==> config.mk <==
export PLATFORM = sky130hd
export DESIGN_NAME = watch_ctrl
export DESIGN_NICKNAME = d
export VERILOG_FILES = /design/src/rtl/watch_ctrl.sv
export SDC_FILE = /design/constraint.sdc
export NUM_CORES = 1
export LEC_CHECK = 0
export CORE_MARGIN = 5
export CORE_UTILIZATION = 50
export CTS_BUF_LIST = sky130_fd_sc_hd__clkbuf_4 sky130_fd_sc_hd__clkbuf_8
export DETAILED_ROUTE_END_ITERATION = 6
export PLACE_DENSITY = 0.71
export SETUP_SLACK_MARGIN = 0.5
export SKIP_CTS_REPAIR_TIMING = 1
export SYNTH_ARGS = -nofsm -noshare
export SYNTH_HDL_FRONTEND = slang
export SYNTH_SLANG_ARGS = --single-unit
==> constraint.sdc <==
create_clock -name clk -period 5.65 [get_ports clk]
set_clock_uncertainty 0.2 [all_clocks]
set_input_delay 0.565 -clock clk [delete_from_list [all_inputs] [get_ports clk]]
set_output_delay 0.565 -clock clk [all_outputs]
set_load 0.05 [all_outputs]
==> src/rtl/watch_ctrl.sv <==
// Button front end for WATCH: synchronise, debounce, encode presses into command
// strobes, and sequence the display mode with a tick-based timeout back to RUN.
//
// state     | meaning
// ----------+------------------------------------------
// RUN       | normal time display
// SET_HH    | setting hours (blinks, times out)
// SET_MM    | setting minutes (blinks, times out)
// ALM_HH    | setting alarm hours (blinks, times out)
// ALM_MM    | setting alarm minutes (blinks, times out)
// STOPWATCH | stopwatch display
module watch_ctrl #(
    parameter int DEBOUNCE_CYCLES = 16,
    parameter int TIMEOUT_TICKS   = 10
) (
    input  logic       clk,
    input  logic       rst_n,
    input  logic       tick,
    input  logic [7:0] btn_n,
    output logic [3:0] flag,
    output logic       cmd_valid,
    output logic [3:0] state,
    output logic       blink
);

    localparam int CW = $clog2(DEBOUNCE_CYCLES);
    localparam logic [CW-1:0] CNT_MAX   = CW'(DEBOUNCE_CYCLES - 1);
    localparam logic [7:0]    IDLE_LAST = 8'(TIMEOUT_TICKS - 1);

    typedef enum logic [2:0] {
        RUN       = 3'd0,
        SET_HH    = 3'd1,
        SET_MM    = 3'd2,
        ALM_HH    = 3'd3,
        ALM_MM    = 3'd4,
        STOPWATCH = 3'd5
    } mode_t;

    mode_t         mode_q, mode_d;
    logic [7:0]    s1, s2, prev, stable, stable_d;
    logic [CW-1:0] cnt;
    logic [7:0]    idle;
    logic [7:0]    new_press;
    logic          press;
    logic [2:0]    press_idx;
    logic          setting;
    logic          timeout;
    logic          mode_change;

    // One shared counter: any change on any button restarts the whole vector.
    always_ff @(posedge clk) begin
        if (!rst_n) begin
            s1       <= '0;
            s2       <= '0;
            prev     <= '0;
            cnt      <= '0;
            stable   <= '0;
            stable_d <= '0;
        end else begin
            s1       <= ~btn_n;
            s2       <= s1;
            prev     <= s2;
            stable_d <= stable;
            if (s2 != prev)
                cnt <= '0;
            else if (cnt != CNT_MAX)
                cnt <= cnt + 1'b1;
            if (cnt == CNT_MAX && s2 == prev)
                stable <= s2;
        end
    end

    // Lowest index wins; simultaneous extra presses are dropped.
    always_comb begin
        new_press = stable & ~stable_d;
        press     = |new_press;
        press_idx = '0;
        for (int i = 7; i >= 0; i--) begin
            if (new_press[i])
                press_idx = 3'(i);
        end
    end

    assign setting = (mode_q == SET_HH) || (mode_q == SET_MM) ||
                     (mode_q == ALM_HH) || (mode_q == ALM_MM);
    assign timeout = setting && tick && (idle == IDLE_LAST);

    always_comb begin
        mode_d = mode_q;
        if (press) begin
            if (press_idx == 3'd0)
                mode_d = (mode_q == STOPWATCH) ? RUN : mode_t'(mode_q + 3'd1);
            else if (press_idx == 3'd7)
                mode_d = RUN;
        end else if (timeout) begin
            mode_d = RUN;
        end
    end

    assign mode_change = (mode_d != mode_q);

    always_ff @(posedge clk) begin
        if (!rst_n)
            mode_q <= RUN;
        else
            mode_q <= mode_d;
    end

    always_ff @(posedge clk) begin
        if (!rst_n) begin
            flag      <= '0;
            cmd_valid <= 1'b0;
            idle      <= '0;
            blink     <= 1'b0;
        end else begin
            cmd_valid <= press;
            if (press)
                flag <= {1'b0, press_idx};
            if (press || mode_change)
                idle <= '0;
            else if (setting && tick)
                idle <= idle + 8'd1;
            if (mode_change || !setting)
                blink <= 1'b0;
            else if (tick)
                blink <= ~blink;
        end
    end

    assign state = {1'b0, mode_q};

endmodule
==> results.txt, run 1 <==
- Result of the run: finished, final reports clean
* Worst hold stages: 1
* Start point of the critical path: rst_n
* CTS Sinks: 60
- The number of global-route vias before repair was about 1500.
- The worst pin sits at a relative slew slack of 45.4%.
* Clock transition time at the flip-flop clock pins of the worst setup and hold paths: around 0.06 ns
- STA classifies the critical path startpoint as an input port.
- Compared with the post-synthesis result, the final layout area differs by 18.4%.
- Core area: approximately 4600 µm²
- CTS Buffer Depth: 2
* Worst reg2reg setup slack: around 3.4 ns
- STA puts the critical path data required time at 5.70 ns.
- Storage cell area: between 1000 and 1500 µm²
- Synthesis handed over a netlist of approximately 240 instances.
* Fillers: 404
* DRT Pass-1 Iters: 4
* Fin worst setup slack: approximately 2.7 ns
* Fraction of synthesis flops using an asynchronous set or reset pin: 0%
* Worst r2r dst: idle[5]$_SDFFE_PP0P_
- Global routing used 14.1% of the available tracks.
- Summed over all layers, the global routing overflow is 0.
* Commonest register cell after synthesis: sky130_fd_sc_hd__dfxtp_1
* Placed Instance Area: 2550 µm²
- The wire-length estimate of the detail-placed layout is between 2000 and 3000 µm.
* Area taken by multi-input logic gates: approximately 1100 µm²
* Max Cap Viol: 0
- Synth Cell Area: ~2300 µm²
- Dividing total power by cell area gives a power density of between 300 and 400 nW/µm².
- Data on the critical path arrives at its endpoint at between 3 and 4 ns.
- Count of distinct cell types in the synthesized netlist: 40
- Most common cell after layout, fill and taps aside: sky130_fd_sc_hd__dfxtp_1
- Worst path max stage delay: 1.00 ns
- Commonest cells after routing, fill and taps aside: 60 x sky130_fd_sc_hd__dfxtp_1, 30 x sky130_fd_sc_hd__nor2_1, 24 x sky130_fd_sc_hd__and2_1
- Post-route minimum period: 2.97 ns
- For this block, the routed nets add up to ~3900 µm of wire.
- Entering global routing, the biggest net connects 30 pins.
- Counting flops and latches in the post-synthesis netlist gives 60.
- Top delay family on crit path: buffers and inverters
* Worst slew pin tran: 0.816 ns
* Final cycle utilization of the critical path: around 53%
- CP Max Fanout: 29
* Number of placement rows: 25
- Chip height: a little under 80 µm
- Worst reg2reg startpoint: mode_q[0]$_SDFF_PN0_
- Summing the sequential cell areas from Yosys gives a little over 50% of the chip area.
- The largest individual stage delay along the critical path comes from the cell sky130_fd_sc_hd__clkdlybuf4s50_1.
* Iteration-0 DRC count of the detailed router: 25
* Initial antenna violation count: 0
* Antenna violation net count after detailed routing: 0
* Cell chosen for the clock root: sky130_fd_sc_hd__clkbuf_8
- Start-to-end type of the worst setup path: in -> reg
- In the routed layout, each cell is associated on average with a via count of 5.09.
- Cell area after layout: ~2800 µm²
- After synthesis, the mean cell area works out to about 9.6 µm².
- Number of synthesis warnings: 0
- The count of pins over their slew limit came to 0.
- RSZ-0062 raised after global routing: no
- Final #Nets: ~280
* Leakage power of the design: 0.00105 µW
* Post-DR wirelength/cell: 12.1 µm
- Setup violations remaining at the end of the flow were counted as 0.
* Min Hold Slack: between 0.2 and 0.25 ns
- Die extent in x: between 70 and 80 µm
* Via Count: about 1600
- The startpoint identified for the worst hold timing path is s1[5]$_SDFF_PN0_.
- Based on the critical path, the design can be clocked at up to between 0.3 and 0.4 GHz.
* Critical path buffers and inverters: 2
* Weighted congestion reported at the end of routability-driven placement: approximately 0.83
- Worst hold path class: reg -> reg
- IR analysis of the VDD net gives a maximum drop of 190 µV.
- The clock reaches the later pin of the worst-skew pair after ~0.32 ns.
- The worst setup path is captured at a flip-flop.
- After detailed routing, the number of remaining DRC violations is 0.
* Cells along the critical path: clkdlybuf4s50_1, inv_1, or4_1, nor3_1
- In this run the count of I/O pins placed on the die edge is 21.
- In this run, CTS created clock tree buffers numbering 9.
- Initial Utilization: 50.7%
- OpenSTA, run right after detailed placement, puts the worst setup slack at roughly 2.2 ns.
- TritonCTS built the clock tree.
- In this run the number of H-tree levels came out at 3.
* Worst R2R Path Depth: 7
* Port bufs: 18
- Count of final hold-check violations: 0
- Global-route wire length before repair: 6700 µm
- The floorplan step defined a die boundary enclosing between 6000 and 7000 µm².
- For hold timing, the worst endpoint is s2[5]$_SDFF_PN0_.
- Total negative slack for setup checks: 0 ns
* Share of cells above drive strength 1: 9.29%
- The synthesized design contains 0 enable-type register cells.
- Antenna diodes: 0
-- worst reg2reg max path: stages (launching register included) --
cell and delay [ns]:
sky130_fd_sc_hd__dfxtp_1 0.50, sky130_fd_sc_hd__inv_1 0.14, sky130_fd_sc_hd__nor2_1 0.11, sky130_fd_sc_hd__ha_1 0.15
sky130_fd_sc_hd__a211o_2 0.19, sky130_fd_sc_hd__nand4_1 0.18, sky130_fd_sc_hd__o31ai_1 0.56, sky130_fd_sc_hd__nor2_1 0.10
-- worst max path at each step --
stage,cells past startpoint,endpoint,slack [ns]
after floorplan,8,idle[7]$_SDFFE_PP0P_,3.39
after detailed placement,4,cnt[2]$_SDFFE_PP0N_,2.23
after global placement,4,cnt[3]$_SDFFE_PP0N_,2.37
after CTS,4,cnt[2]$_SDFFE_PP0N_,2.60
final,4,cnt[2]$_SDFFE_PP0N_,2.68
after global routing,4,cnt[2]$_SDFFE_PP0N_,2.44
-- cell type report --
cell class / instances / area share, %
sequential: 60 / 43.2
multi-input combinational: 168 / 38.5
timing repair buffer: 18 / 6.48
clock buffer: 12 / 5.94
clock inverter: 4 / 2.52
tap: 54 / 2.43
inverter: 7 / 0.945
-- per-layer routing --
| layer | share of wire [%] | track usage, % | wire [µm] |
|---|---|---|---|
| met3 | 3.5 | 3.44 | 137 |
| met4 | 3.0 | 9.97 | 117 |
| met2 | 46 | 22.9 | 1800 |
| met5 | 0 | 0 | 0 |
| met1 | 47 | 16.1 | 1860 |
-- kinds of logic after synthesis --
kind of cell / after synthesis / share of synthesized area [%]
simple gates: 107 / 25.6
mux: 9 / 3.84
flops: 60 / 51.1
xor+xnor: 14 / 5.22
fa+ha+maj: 4 / 2.13
other cells: 1 / 0.160
compound gates: 32 / 8.47
buf+inv: 17 / 3.41
-- registers in the layout, indices dropped and copies added (netlist names) --
name / flops
blink: 1
cmd_valid: 1
cnt: 4
flag: 3
idle: 8
mode_q: 3
prev: 8
s1: 8
s2: 8
stable: 8
stable_d: 8
-- power breakdown --
group / leakage, µW / switching, µW / total [µW] / internal, µW
registers: 0.000487 / 4.00 / 435 / 431
logic: 0.000443 / 17.4 / 31.3 / 13.8
clock network: 0.000122 / 153 / 436 / 283
-- Yosys cell counts, types with 2 or more instances --
library cell,number,area [µm²]
sky130_fd_sc_hd__ha_1,4,50.1
sky130_fd_sc_hd__a21oi_1,10,50.1
sky130_fd_sc_hd__or4_1,2,15.0
sky130_fd_sc_hd__o21ai_0,7,35.0
sky130_fd_sc_hd__inv_1,7,26.3
sky130_fd_sc_hd__and2_1,24,150
sky130_fd_sc_hd__nand4_1,5,31.3
sky130_fd_sc_hd__a31oi_1,4,25.0
sky130_fd_sc_hd__xnor2_1,9,78.8
sky130_fd_sc_hd__nand3_1,7,35.0
sky130_fd_sc_hd__nor2b_1,6,37.5
sky130_fd_sc_hd__or3_2,3,22.5
sky130_fd_sc_hd__nor3b_1,2,15.0
sky130_fd_sc_hd__nor3_1,3,15.0
sky130_fd_sc_hd__dfxtp_1,60,1200
sky130_fd_sc_hd__xor2_1,5,43.8
sky130_fd_sc_hd__o31ai_1,3,22.5
sky130_fd_sc_hd__buf_4,2,15.0
sky130_fd_sc_hd__nand2_1,12,45.0
sky130_fd_sc_hd__mux2i_1,9,90.1
sky130_fd_sc_hd__a211oi_1,2,15.0
sky130_fd_sc_hd__a311oi_1,3,26.3
sky130_fd_sc_hd__nor2_1,30,113
sky130_fd_sc_hd__clkbuf_1,5,18.8
sky130_fd_sc_hd__nand2b_1,5,31.3
-- through the flow --
step / total power, µW / utilization [%] / instances
final: 902 / 60.1 / 323
after CTS: 914 / 60.1 / 323
after detailed placement: 476 / 55.0 / 307
after global placement: 475 / 55.0 / 307
after floorplan: 466 / - / 245
after global routing: 935 / 60.1 / 323
Note: power is estimated with default switching activity, not from simulation.
==> inputs of run 2 (changes only) <==
clock period = 3 ns   (was 5.65 ns; I/O delays follow)
==> results.txt, run 2 (same netlist as run 1, synthesis figures left out) <==
- Result of the run: finished, final reports clean
- Commonest cells after routing, fill and taps aside: 60 x sky130_fd_sc_hd__dfxtp_1, 30 x sky130_fd_sc_hd__nor2_1, 24 x sky130_fd_sc_hd__and2_1
* Hold worst-path end: s2[0]$_SDFF_PN0_
- The count of nets left with antenna violations once routing finished came out at 0.
- Worst reg2reg startpoint: mode_q[0]$_SDFF_PN0_
- Measured in cells, the most critical reg-to-reg path has a length of 7.
* CTS Sinks: 60
- Port bufs: 18
- In this run the static leakage power is 0.00108 µW.
* Worst hold stages: 1
- Count of final hold-check violations: 0
- Share of cells above drive strength 1: 9.63%
- CTS H-Tree Depth: 3
- In this run, the number of DRC markers left after iteration 0 of detailed routing was 54.
- Initial Utilization: about 51%
* Weighted congestion reported at the end of routability-driven placement: between 0.9 and 1
- RSZ-0062 raised after global routing: no
- The worst path meets setup with 0.807 ns of slack.
* Storage cell area: between 1000 and 1500 µm²
* Hold Path Origin: s1[0]$_SDFF_PN0_
- IR analysis of the VDD net gives a maximum drop of ~420 µV.
- Data on the critical path is required at its endpoint by roughly 3.0 ns.
* Int Power: between 1500 and 2000 µW
- Final routed wirelength across all metal layers: 3960 µm
- Detailed placement finished with a half-perimeter wire length of roughly 2800 µm.
- The tool flagged a number of max-cap violations equal to 0.
- The root buffer cell chosen for the clock tree is sky130_fd_sc_hd__clkbuf_8.
* Post-DR wirelength/cell: ~12 µm
- Sequential cells account for between 40 and 50% of the total power.
- Final setup vio count: 0
* Number of design rule violations left after detail routing: 0
- Summed over all layers, the global routing overflow is 0.
- The first global-routing pass estimated 6940 µm of wire.
* Start point of the critical path: mode_q[0]$_SDFF_PN0_
* Most common cell after layout, fill and taps aside: sky130_fd_sc_hd__dfxtp_1
* Via Count: between 1500 and 2000
* CP Max Fanout: 9
- Endpoint arrival time on the critical path: 2.20 ns
- CTS Buffer Depth: 2
* Cell count after placement: a little over 300
- Worst reg2reg setup slack: 0.81 ns
- Fillers: between 400 and 500
- Part of the power in combinational logic: approximately 3.3%
- Core area: between 4000 and 5000 µm²
- After layout, the minimum clock period comes to roughly 2.2 ns.
- Initial antenna violation count: 0
- Total negative slack for setup checks: 0 ns
* Final cycle utilization of the critical path: between 70 and 80%
* Overall global routing resource usage: 15.0%
- Antenna diodes: 0
* Worst r2r dst: idle[5]$_SDFFE_PP0P_
- Part of the power in the clock network: approximately 53%
- The floorplan has 25 rows.
* IO Count: 21
- Non-filler instance count after layout: around 320
* Cell Pwr Density: ~650 nW/µm²
- Start-to-end type of the worst setup path: reg -> reg
- Area of the die: 6170 µm²
- Measured against its own limit, the worst slew margin works out to 51.5%.
- The count of pins over their slew limit is 0.
- Die extent in x: around 79 µm
* Net Sw Power: around 340 µW
- Largest net degree at the start of global routing: 20
* Number of clock buffers inserted by TritonCTS: 9
* Clock latency at the later pin of the worst-skew pair: 0.34 ns
- Highest Clock Rate: roughly 0.46 GHz
* TritonCTS clock tree: done
* Min Hold Slack: 0.233 ns
- The first TritonRoute pass finished after 5 iterations.
- Chip height: roughly 80 µm
- STA classifies the critical path startpoint as a flip-flop.
- For this run, the post-layout net count is roughly 280.
- STA classifies the critical path endpoint as a flip-flop.
* Net switching share of the total power: roughly 18%
* Worst slew pin tran: about 0.72 ns
- In the routed layout, each cell is associated on average with a via count of slightly above 5.
- OpenSTA, run right after detailed placement, puts the worst setup slack at roughly 0.80 ns.
- Area overhead of the layout relative to synthesis: 20.6%
* Worst hold path class: reg -> reg
- The number of global-route vias before repair came to 1604.
* Clock transition time at the flip-flop clock pins of the worst setup and hold paths: 0.06 ns
- In the final layout, the multi-input gates occupy between 1000 and 1500 µm².
[run 2: changes by cell type in the layout (fill, tap and decap cells not counted), sizes merged]
cell	before	now
buf	0	2
bufinv	2	4
clkinv	2	0
clkbuf	12	11
[run 2: worst max path at each step]
| stage | to | slack (ns) | depth (start not counted) |
|---|---|---|---|
| 4_1_cts | idle[5]$_SDFFE_PP0P_ | 0.79 | 7 |
| 3_5_place_dp | idle[5]$_SDFFE_PP0P_ | 0.80 | 7 |
| 2_1_floorplan | idle[7]$_SDFFE_PP0P_ | 0.74 | 8 |
| 5_1_grt | idle[1]$_SDFFE_PP0P_ | 0.55 | 7 |
| 6_report | idle[5]$_SDFFE_PP0P_ | 0.81 | 7 |
| 3_3_place_gp | cnt[3]$_SDFFE_PP0N_ | 0.85 | 4 |
[run 2: cell type report]
cell class              instances  share of cell area (%)
flip-flops and latches         60                    42.4
multi-input cells             168                    37.8
clock inverters                 4                    4.24
inverters                       7                   0.928
repair buffers                 20                    6.89
clock buffers                  11                    5.34
well taps                      54                    2.39
[run 2: through the flow]
step,cell area [µm²],power [µW],utilization [%]
2_1_floorplan,2350,877,-
3_3_place_gp,2560,897,55.3
3_5_place_dp,2560,899,55.3
4_1_cts,2830,1880,61.2
5_1_grt,2830,1930,61.2
6_report,2830,1850,61.2
[run 2: power by group through the flow]
stage	Sequential (µW)	Clock [µW]	Combinational, µW
final	818	974	61.2
after global routing	820	1040	67.3
after global placement	836	0	61.2
after detailed placement	836	0	62.4
after floorplan	835	0	42.3
after CTS	818	996	62.6
[run 2: critical path, cell delays in order, from the launching register on]
cell and delay (ns):
sky130_fd_sc_hd__dfxtp_1 0.49, sky130_fd_sc_hd__inv_1 0.14, sky130_fd_sc_hd__nor2_1 0.11, sky130_fd_sc_hd__ha_1 0.15
sky130_fd_sc_hd__a211o_2 0.18, sky130_fd_sc_hd__nand4_1 0.16, sky130_fd_sc_hd__o31ai_1 0.54, sky130_fd_sc_hd__nor2_1 0.09
[run 2: per-layer routing]
| metal | GRT usage (%) | vias to the layer above | wire length [µm] |
|---|---|---|---|
| met2 | 24.0 | 40 | 1890 |
| met5 | 0 | - | 0 |
| met1 | 15.9 | 754 | 1760 |
| li1 | - | 872 | - |
| met3 | 7.80 | 6 | 234 |
| met4 | 7.87 | 0 | 72 |
